[config.mk]
export PLATFORM = sky130hd
export DESIGN_NAME = sqrt_input_wrapper_p
export DESIGN_NICKNAME = d
export VERILOG_FILES = /design/src/rtl/sqrt_input_wrapper_p.sv
export SDC_FILE = /design/constraint.sdc
export NUM_CORES = 1
export LEC_CHECK = 0
export CORE_AREA = 2 2 115 117
export DETAILED_ROUTE_END_ITERATION = 6
export DIE_AREA = 0 0 117 119
export PLACE_DENSITY_LB_ADDON = 0.15
export SLEW_MARGIN = 10
export SYNTH_ARGS = -nofsm -noshare
export SYNTH_HDL_FRONTEND = slang
export SYNTH_SLANG_ARGS = --single-unit
[constraint.sdc]
create_clock -name clk -period 3.7 [get_ports clk]
set_clock_uncertainty 0.2 [all_clocks]
set_input_delay 0.37 -clock clk [delete_from_list [all_inputs] [get_ports clk]]
set_output_delay 0.37 -clock clk [all_outputs]
set_load 0.1 [all_outputs]
[src/rtl/sqrt_input_wrapper_p.sv]
// sqrt_input_wrapper_p
// Input stage for the floating-point square-root unit. Captures one operand,
// resolves zero/negative/NaN/infinity locally, and for every other operand
// normalises denormals, forces an even exponent and hands the core an aligned
// radicand plus the half exponent with a single start pulse.
module sqrt_input_wrapper_p #(
  parameter int EXP_W = 8,
  parameter int MAN_W = 23
) (
  input  logic                   clk,
  input  logic                   rst,
  input  logic                   run,
  input  logic [EXP_W+MAN_W:0]   a_in,
  input  logic                   sqrt_done,
  output logic                   busy,
  output logic                   start_sqrt,
  output logic [MAN_W+1:0]       mant_out,
  output logic [EXP_W-1:0]       exp_out,
  output logic                   special_valid,
  output logic [EXP_W+MAN_W:0]   special_result
);

  localparam int OP_W = 1 + EXP_W + MAN_W;
  localparam int E_W  = EXP_W + 2;

  // Exponent arithmetic is done signed, two bits wider than the field, so the
  // deepest denormal (1-BIAS-MAN_W) still fits without wrapping.
  localparam logic signed [E_W-1:0] E_ONE  = E_W'(1);
  localparam logic signed [E_W-1:0] E_BIAS = E_W'((1 << (EXP_W - 1)) - 1);
  localparam logic signed [E_W-1:0] E_DEN  = E_ONE - E_BIAS;

  localparam logic [OP_W-1:0] QNAN = {1'b0, {EXP_W{1'b1}}, 1'b1, {(MAN_W-1){1'b0}}};

  typedef enum logic [2:0] {
    S_IDLE,
    S_LOAD,
    S_NORM,
    S_ALIGN,
    S_START,
    S_WAIT,
    S_SPECIAL
  } state_t;

  state_t                  state_reg;
  logic [MAN_W:0]          m_reg;
  logic signed [E_W-1:0]   e_reg;

  // Operand field decode
  logic             a_sign;
  logic [EXP_W-1:0] a_exp;
  logic [MAN_W-1:0] a_frac;
  logic             exp_ones;
  logic             exp_zero;
  logic             frac_zero;
  logic             is_special;
  logic [OP_W-1:0]  special_sel;
  logic signed [E_W-1:0] e_adj;

  assign a_sign    = a_in[OP_W-1];
  assign a_exp     = a_in[OP_W-2 -: EXP_W];
  assign a_frac    = a_in[MAN_W-1:0];
  assign exp_ones  = &a_exp;
  assign exp_zero  = ~|a_exp;
  assign frac_zero = ~|a_frac;

  // Odd exponents are pulled down by one; the mantissa is shifted up to match.
  assign e_adj = e_reg[0] ? (e_reg - E_ONE) : e_reg;

  assign busy = (state_reg != S_IDLE);

  // Classify the operand presented during LOAD and pick the bypass result.
  // Priority matters: NaN beats sign, and signed zero must keep its sign.
  always_comb begin
    is_special  = 1'b0;
    special_sel = '0;
    if (exp_ones && !frac_zero) begin
      is_special  = 1'b1;
      special_sel = QNAN;
    end else if (exp_zero && frac_zero) begin
      is_special  = 1'b1;
      special_sel = a_in;
    end else if (a_sign) begin
      is_special  = 1'b1;
      special_sel = QNAN;
    end else if (exp_ones) begin
      is_special  = 1'b1;
      special_sel = a_in;
    end
  end

  // Sequencer: all outputs except busy are registered here.
  always_ff @(posedge clk or posedge rst) begin
    if (rst) begin
      state_reg      <= S_IDLE;
      m_reg          <= '0;
      e_reg          <= '0;
      start_sqrt     <= 1'b0;
      mant_out       <= '0;
      exp_out        <= '0;
      special_valid  <= 1'b0;
      special_result <= '0;
    end else begin
      start_sqrt    <= 1'b0;
      special_valid <= 1'b0;
      case (state_reg)
        S_IDLE: begin
          if (run) state_reg <= S_LOAD;
        end
        S_LOAD: begin
          if (is_special) begin
            special_valid  <= 1'b1;
            special_result <= special_sel;
            state_reg      <= S_SPECIAL;
          end else if (exp_zero) begin
            m_reg     <= {1'b0, a_frac};
            e_reg     <= E_DEN;
            state_reg <= S_NORM;
          end else begin
            m_reg     <= {1'b1, a_frac};
            e_reg     <= $signed({2'b00, a_exp}) - E_BIAS;
            state_reg <= S_ALIGN;
          end
        end
        S_NORM: begin
          // Exit is decided on the pre-shift value, so the shift that brings
          // the leading one to the top is the last NORM cycle.
          m_reg <= {m_reg[MAN_W-1:0], 1'b0};
          e_reg <= e_reg - E_ONE;
          if (m_reg[MAN_W-1]) state_reg <= S_ALIGN;
        end
        S_ALIGN: begin
          mant_out   <= e_reg[0] ? {m_reg, 1'b0} : {1'b0, m_reg};
          exp_out    <= EXP_W'((e_adj >>> 1) + E_BIAS);
          e_reg      <= e_adj;
          start_sqrt <= 1'b1;
          state_reg  <= S_START;
        end
        S_START: begin
          state_reg <= S_WAIT;
        end
        S_WAIT: begin
          if (sqrt_done) state_reg <= S_IDLE;
        end
        S_SPECIAL: begin
          state_reg <= S_IDLE;
        end
        default: begin
          state_reg <= S_IDLE;
        end
      endcase
    end
  end

endmodule

* Yosys cells after proc, flatten, opt, wreduce, memory -nomap -nowiden
Cells that the tools add are included.
** Word-level totals
- Bits in registers :: 104
- Bits in latches :: 0
- Memory bits (writable) :: 0
- Memory bits (read-only) :: 0
- Bits of input ports :: 36
- Output and inout port bits :: 68
- Word-level logic and storage cells :: 60
- Memories kept :: 0
** Operators by class
- Add/subtract/negate cells :: 3
- $mul :: 0
- Divide/modulo/power cells :: 0
- Magnitude comparators :: 0
- Eq/ne operators :: 9
- Shifts and indexed selects :: 0
- Mux-type cells :: 25
- Bitwise gates (word level) :: 0
- Reduce and logical (&&, ||, !) cells :: 15
** Operators with widths (number)
- 32-bit 2-to-1 mux :: 2
- 31-bit 2-to-1 mux :: 2
- 24-bit 2-to-1 mux :: 2
- 24-bit one-hot mux with 2 select lines :: 1
- 10-bit 2-to-1 mux :: 3
- 10-bit one-hot mux with 3 select lines :: 1
- 25-bit 2-to-1 mux :: 1
- 23-bit OR reduction :: 1
- 3-bit one-hot mux with 6 select lines :: 1
- 3-bit 2-to-1 mux :: 4
- 10-bit by 2-bit subtractor with 10-bit output, second input constant :: 1
- 8-bit by 7-bit subtractor with 9-bit output, second input constant :: 1
- 8-bit adder, second input constant :: 1
- 1-bit 2-to-1 mux :: 8
- 2-bit inequality test, second input constant :: 4
- 8-bit AND reduction :: 1
- 8-bit OR reduction :: 1
- 3-bit by 2-bit equality test with 1-bit output, second input constant :: 2
- 3-bit equality test, second input constant :: 2
- 2-bit AND reduction :: 3
- 3-bit nonzero test :: 2
- 3-bit by 1-bit equality test with 1-bit output, second input constant :: 1
- 3-bit logical NOT :: 1
- 3-bit AND reduction :: 1
- other kinds (3) :: 5

* Depth between registers and ports, before layout
- Depth after elaboration :: 7
- Mapped depth :: 11
- Mapped depth without buffers :: 9

* Worst setup path before layout
No wires, ideal clock.
- Path kind :: flip-flop to flip-flop
- Start :: register e_reg[0]
- End :: register exp_out[7]
- Setup time :: 0.134 ns
- Arrival time :: 2.392 ns
- Data required time :: 3.366 ns
- Slack :: 0.973 ns
- Cell stages (with the launch flop) :: 10
- Path buffers :: 2
- Clock period less this slack :: 2.727 ns
- Path through :: dfrtp_1 -> clkbuf_1 -> clkbuf_1 -> inv_1 -> ha_1 -> or4_1 -> a2111oi_2 -> o21ai_0 -> xnor2_1 -> o21ai_0
** On the way
- Cells in the longest elaborated chain, start to end :: 3
** Ends and longest elaborated chain
- start, declared :: RTL line 46 : logic signed [E_W-1:0] e_reg;
- start signal, assigned :: RTL line 120 : e_reg <= $signed({2'b00, a_exp}) - E_BIAS;
- start signal, assigned :: RTL line 128 : e_reg <= e_reg - E_ONE;
- start signal, assigned :: RTL line 134 : e_reg <= e_adj;
- 10-bit by 2-bit subtractor with 10-bit output :: RTL line 67 : assign e_adj = e_reg[0] ? (e_reg - E_ONE) : e_reg;
- 10-bit 2-to-1 mux * :: RTL line 67
- 8-bit adder * :: RTL line 133 : exp_out <= EXP_W'((e_adj >>> 1) + E_BIAS);
- end signal, assigned :: RTL line 133
- end, declared :: RTL line 18 : output logic [EXP_W-1:0] exp_out,
Every way passes the cells marked *; elsewhere a longest branch is shown, timed or not.
A chain may end at the register's enable or synchronous reset.

* Worst setup path after layout
- Start :: input a_in[23]
- End :: register special_result[23]
** On the way
- Cells in the longest elaborated chain, start to end :: 6
- Elaborated cells between the ends (all ways) :: 14
- Classes of those cells :: 8 x mux; 6 x reduce/logical
** Ends and longest elaborated chain
- start, declared :: RTL line 13 : input logic [EXP_W+MAN_W:0] a_in,
- 8-bit AND reduction / 8-bit OR reduction (equally long branches) :: RTL line 62, 63
- 1-bit 2-to-1 mux / 1-bit logical NOT (equally long branches) :: RTL line 85, 63
- 1-bit 2-to-1 mux / 1-bit logical AND (equally long branches) :: RTL line 82, 79
- 1-bit 2-to-1 mux :: RTL line 79 : end else if (exp_zero && frac_zero) begin
- 1-bit 2-to-1 mux :: RTL line 76 : if (exp_ones && !frac_zero) begin
- 2-bit AND reduction (no line)
- end signal, assigned :: RTL line 112 : special_result <= special_sel;
- end, declared :: RTL line 20 : output logic [EXP_W+MAN_W:0] special_result
Several ways; a longest one is shown, not always the timed one.

==> flow_summary.toml <==
[global_routing]
grt_pass1_wl_um = 20000
grt_start_max_net_pins = 54
grt_usage_pct = 18.4
antenna_found_initial = 0
grt-ovfl-total = 0
grt_pass1_vias = 3878

[placed_design]
io_buffers = 103
post-dp-hpwl_um = 8380
gp_congestion = 0.833

[routing]
drtAntennaViolNets = 0
num_vias = 3731
drt_first_pass_iters = 6
wl_per_cell_um = 16.0
drt_iter0_markers = 208
viasPerCell = 5.02
drt-total-wl_um = 11900
drcViolationCount = 0

[synthesis]
synth-seq-cells = 103
netlist_area_sq_um = 4950
synth_cell_types = 54
synth_top_area_share_pct = 52.1
synth_compound_area_share_pct = 16.0
synth-adder-area-share_pct = 1.52
synthCells = 466
synth.area.top_cells = "dfrtp_1, mux2i_1, a221oi_2, nor2_1, o21ai_0"
synth_simple_gate_area_share_pct = 17.2
synth_top_family_by_area = "simple AND/OR/NAND/NOR gates"
ys_warn_count = 0
synthFlopType = "dfrtp_1"
synth_area_leader_cell = "dfrtp_1"
ys_async_sr_fraction_pct = 100
yosysSeqAreaShare_pct = 52.1
synth_fp_nets = 508
avgSynthCellArea_sq_um = 10.6
synthMuxAreaShare_pct = 6.14
synth_xor_xnor_area_share_pct = 3.18
synth_edf_count = 0

[cts]
clock_latency_ns = 0.35
clockBufferDepth = 2
path_clk_slew_ns = 0.07
cts_max_level = 3
postCtsSetupBuffers = 0
ctsResizeCount = 0
cts_num_sinks = 103
ctsRootBufferMaster = "clkbuf_16"
cts_buffers = 9
hold_buffers = 0
cts_tree = "done"

[power_and_ir_drop]
vdd_ir_drop_max_uv = 515
p_leak_nw = 2.75
power_mw = 6.16
power_density_nw_per_um2 = 952

[critical_path]
cpPeakStageDelay_ns = 0.70
cp.arrival_ns = 3.28
crit_family = "compound AO/OA/AOI/OAI gates"
cp.buffers_inverters = 3
path_cells = "clkdlybuf4s50_1 -> ha_1 -> and3_1 -> a21oi_1 -> inv_1 -> o21ai_2 -> clkinv_1 -> o22a_1"
critPathKind = "in2reg"
slowest_stage = "o21ai_2"
cp_max_fo = 27
r2r.worst_path.cells = 9
critPathCaptureType = "register"
startpoint_type = "input pin"
rrSetupSlack_ns = 1.04
worstPathRequired_ns = 3.74
startpoint = "a_in[23]"
r2r_start = "e_reg[0]"
worstReg2RegEnd = "exp_out[6]"

[floorplan]
die_w_um = 117
die_area_sq_um = 13900
io_pins = 104
coreArea_sq_um = 12900
num_rows = 42
die_y_um = 119
start_util_pct = 38.5

[sta]
period_needed_ns = 3.24
finalHoldViolations = 0
relSlewSlack_pct = 30.3
setup_tns_ns = 0
slew_viol_final = 0
tightest_slew_ns = 1.04
max_freq_mhz = 309
rsz0062_at_grt = "no"
fin_crit_sh_pct = 87.6
finalSetupViolations = 0

[final_layout]
area_delta_synth_final_pct = 30.6
largest_register_ff_count = 32
antenna_cells = 0
fillCellCount = 1234
drive_gt1_share_pct = 10.6
fin_nets = 604

[worst_hold_path]
hp-class = "in2async"

[flow_run]
maxCapViolations = 0

[status]
status = "complete, no violations"
-- power by group --
part | internal, mW | leakage (nW) | switching [mW]
sequential | 1.51 | 1.27 | 0.400
clock | 0.555 | 0.156 | 0.450
combinational | 1.02 | 1.32 | 2.23
total | 3.08 | 2.75 | 3.08
-- cells in the mapped netlist, types with 4 or more instances --
master	instances
mux2i_1	27
a21oi_1	11
buf_4	4
nand3_1	6
a221oi_2	17
dfrtp_1	103
o21ai_0	36
nor2_1	51
buf_2	4
clkbuf_1	17
xor2_1	9
ha_1	6
xnor2_1	9
inv_1	14
and2_1	22
a221oi_1	5
nand2_1	45
nand3b_1	4
nor4_1	9
o22ai_1	5
nand4_1	5
o21a_1	5
-- worst max path at each step --
stage | cells after the start | end
CTS | 8 | special_result[23]
detailed placement | 8 | special_result[23]
floorplan | 1 | e_reg[0]
global route | 8 | special_result[24]
finish | 8 | special_result[23]
global placement | 8 | special_result[24]
-- through the flow --
step / instance area [sq um] / setup slack [ns] / hold WS [ns] / utilization, % / std cells
detailed placement: 6150 / 0.0623 / 0.269 / 47.8 / 727
global placement: 6150 / 0.189 / 0.261 / 47.8 / 727
CTS: 6470 / 0.440 / 0.285 / 50.2 / 743
finish: 6470 / 0.459 / 0.263 / 50.2 / 743
floorplan: 4950 / 0.426 / 0.296 / - / 466
global route: 6470 / 0.146 / 0.306 / 50.2 / 743
-- kinds of logic (layout without fill, tap and decap cells) --
kind of cell	Yosys count	in the layout
adders and majority gates	6	6
DFF	103	103
and+or+nand+nor	168	168
xor gates and xnor gates	18	18
AOI/OAI and AO/OA	98	98
muxes	30	30
buffers and inverters	43	144
-- cell type report --
class | instances | area, sq um | share of cell area, %
Multi-Input combinational cell | 320 | 2190 | 33.9
Timing Repair Buffer | 113 | 1110 | 17.1
Clock buffer | 10 | 239 | 3.70
Sequential cell | 103 | 2580 | 39.9
Clock inverter | 6 | 76.3 | 1.18
Tap cell | 176 | 220 | 3.40
Inverter | 15 | 58.8 | 0.909
-- per-layer routing --
layer | share of wire [%] | track usage (%)
met1 | 46 | 24.9
met2 | 47 | 28.5
met3 | 5.0 | 4.89
met4 | 1.7 | 6.54
met5 | 0 | 0
-- layout by cell type (no fill, tap or decap), types with 4 or more instances in the layout --
cell,count
dfrtp_1,103
xnor2_1,9
nand2_1,44
mux2i_1,27
o22ai_1,5
a221oi_1,5
nand3_1,6
a21oi_1,11
nand3b_1,4
nand4_1,5
nor2_1,50
a221oi_2,17
clkbuf_16,9
ha_1,6
o21ai_0,36
buf_4,10
xor2_1,9
o21a_1,5
inv_1,13
and2_1,22
clkdlybuf4s50_1,103
nor4_1,9
(Power assumes the default switching activity.)
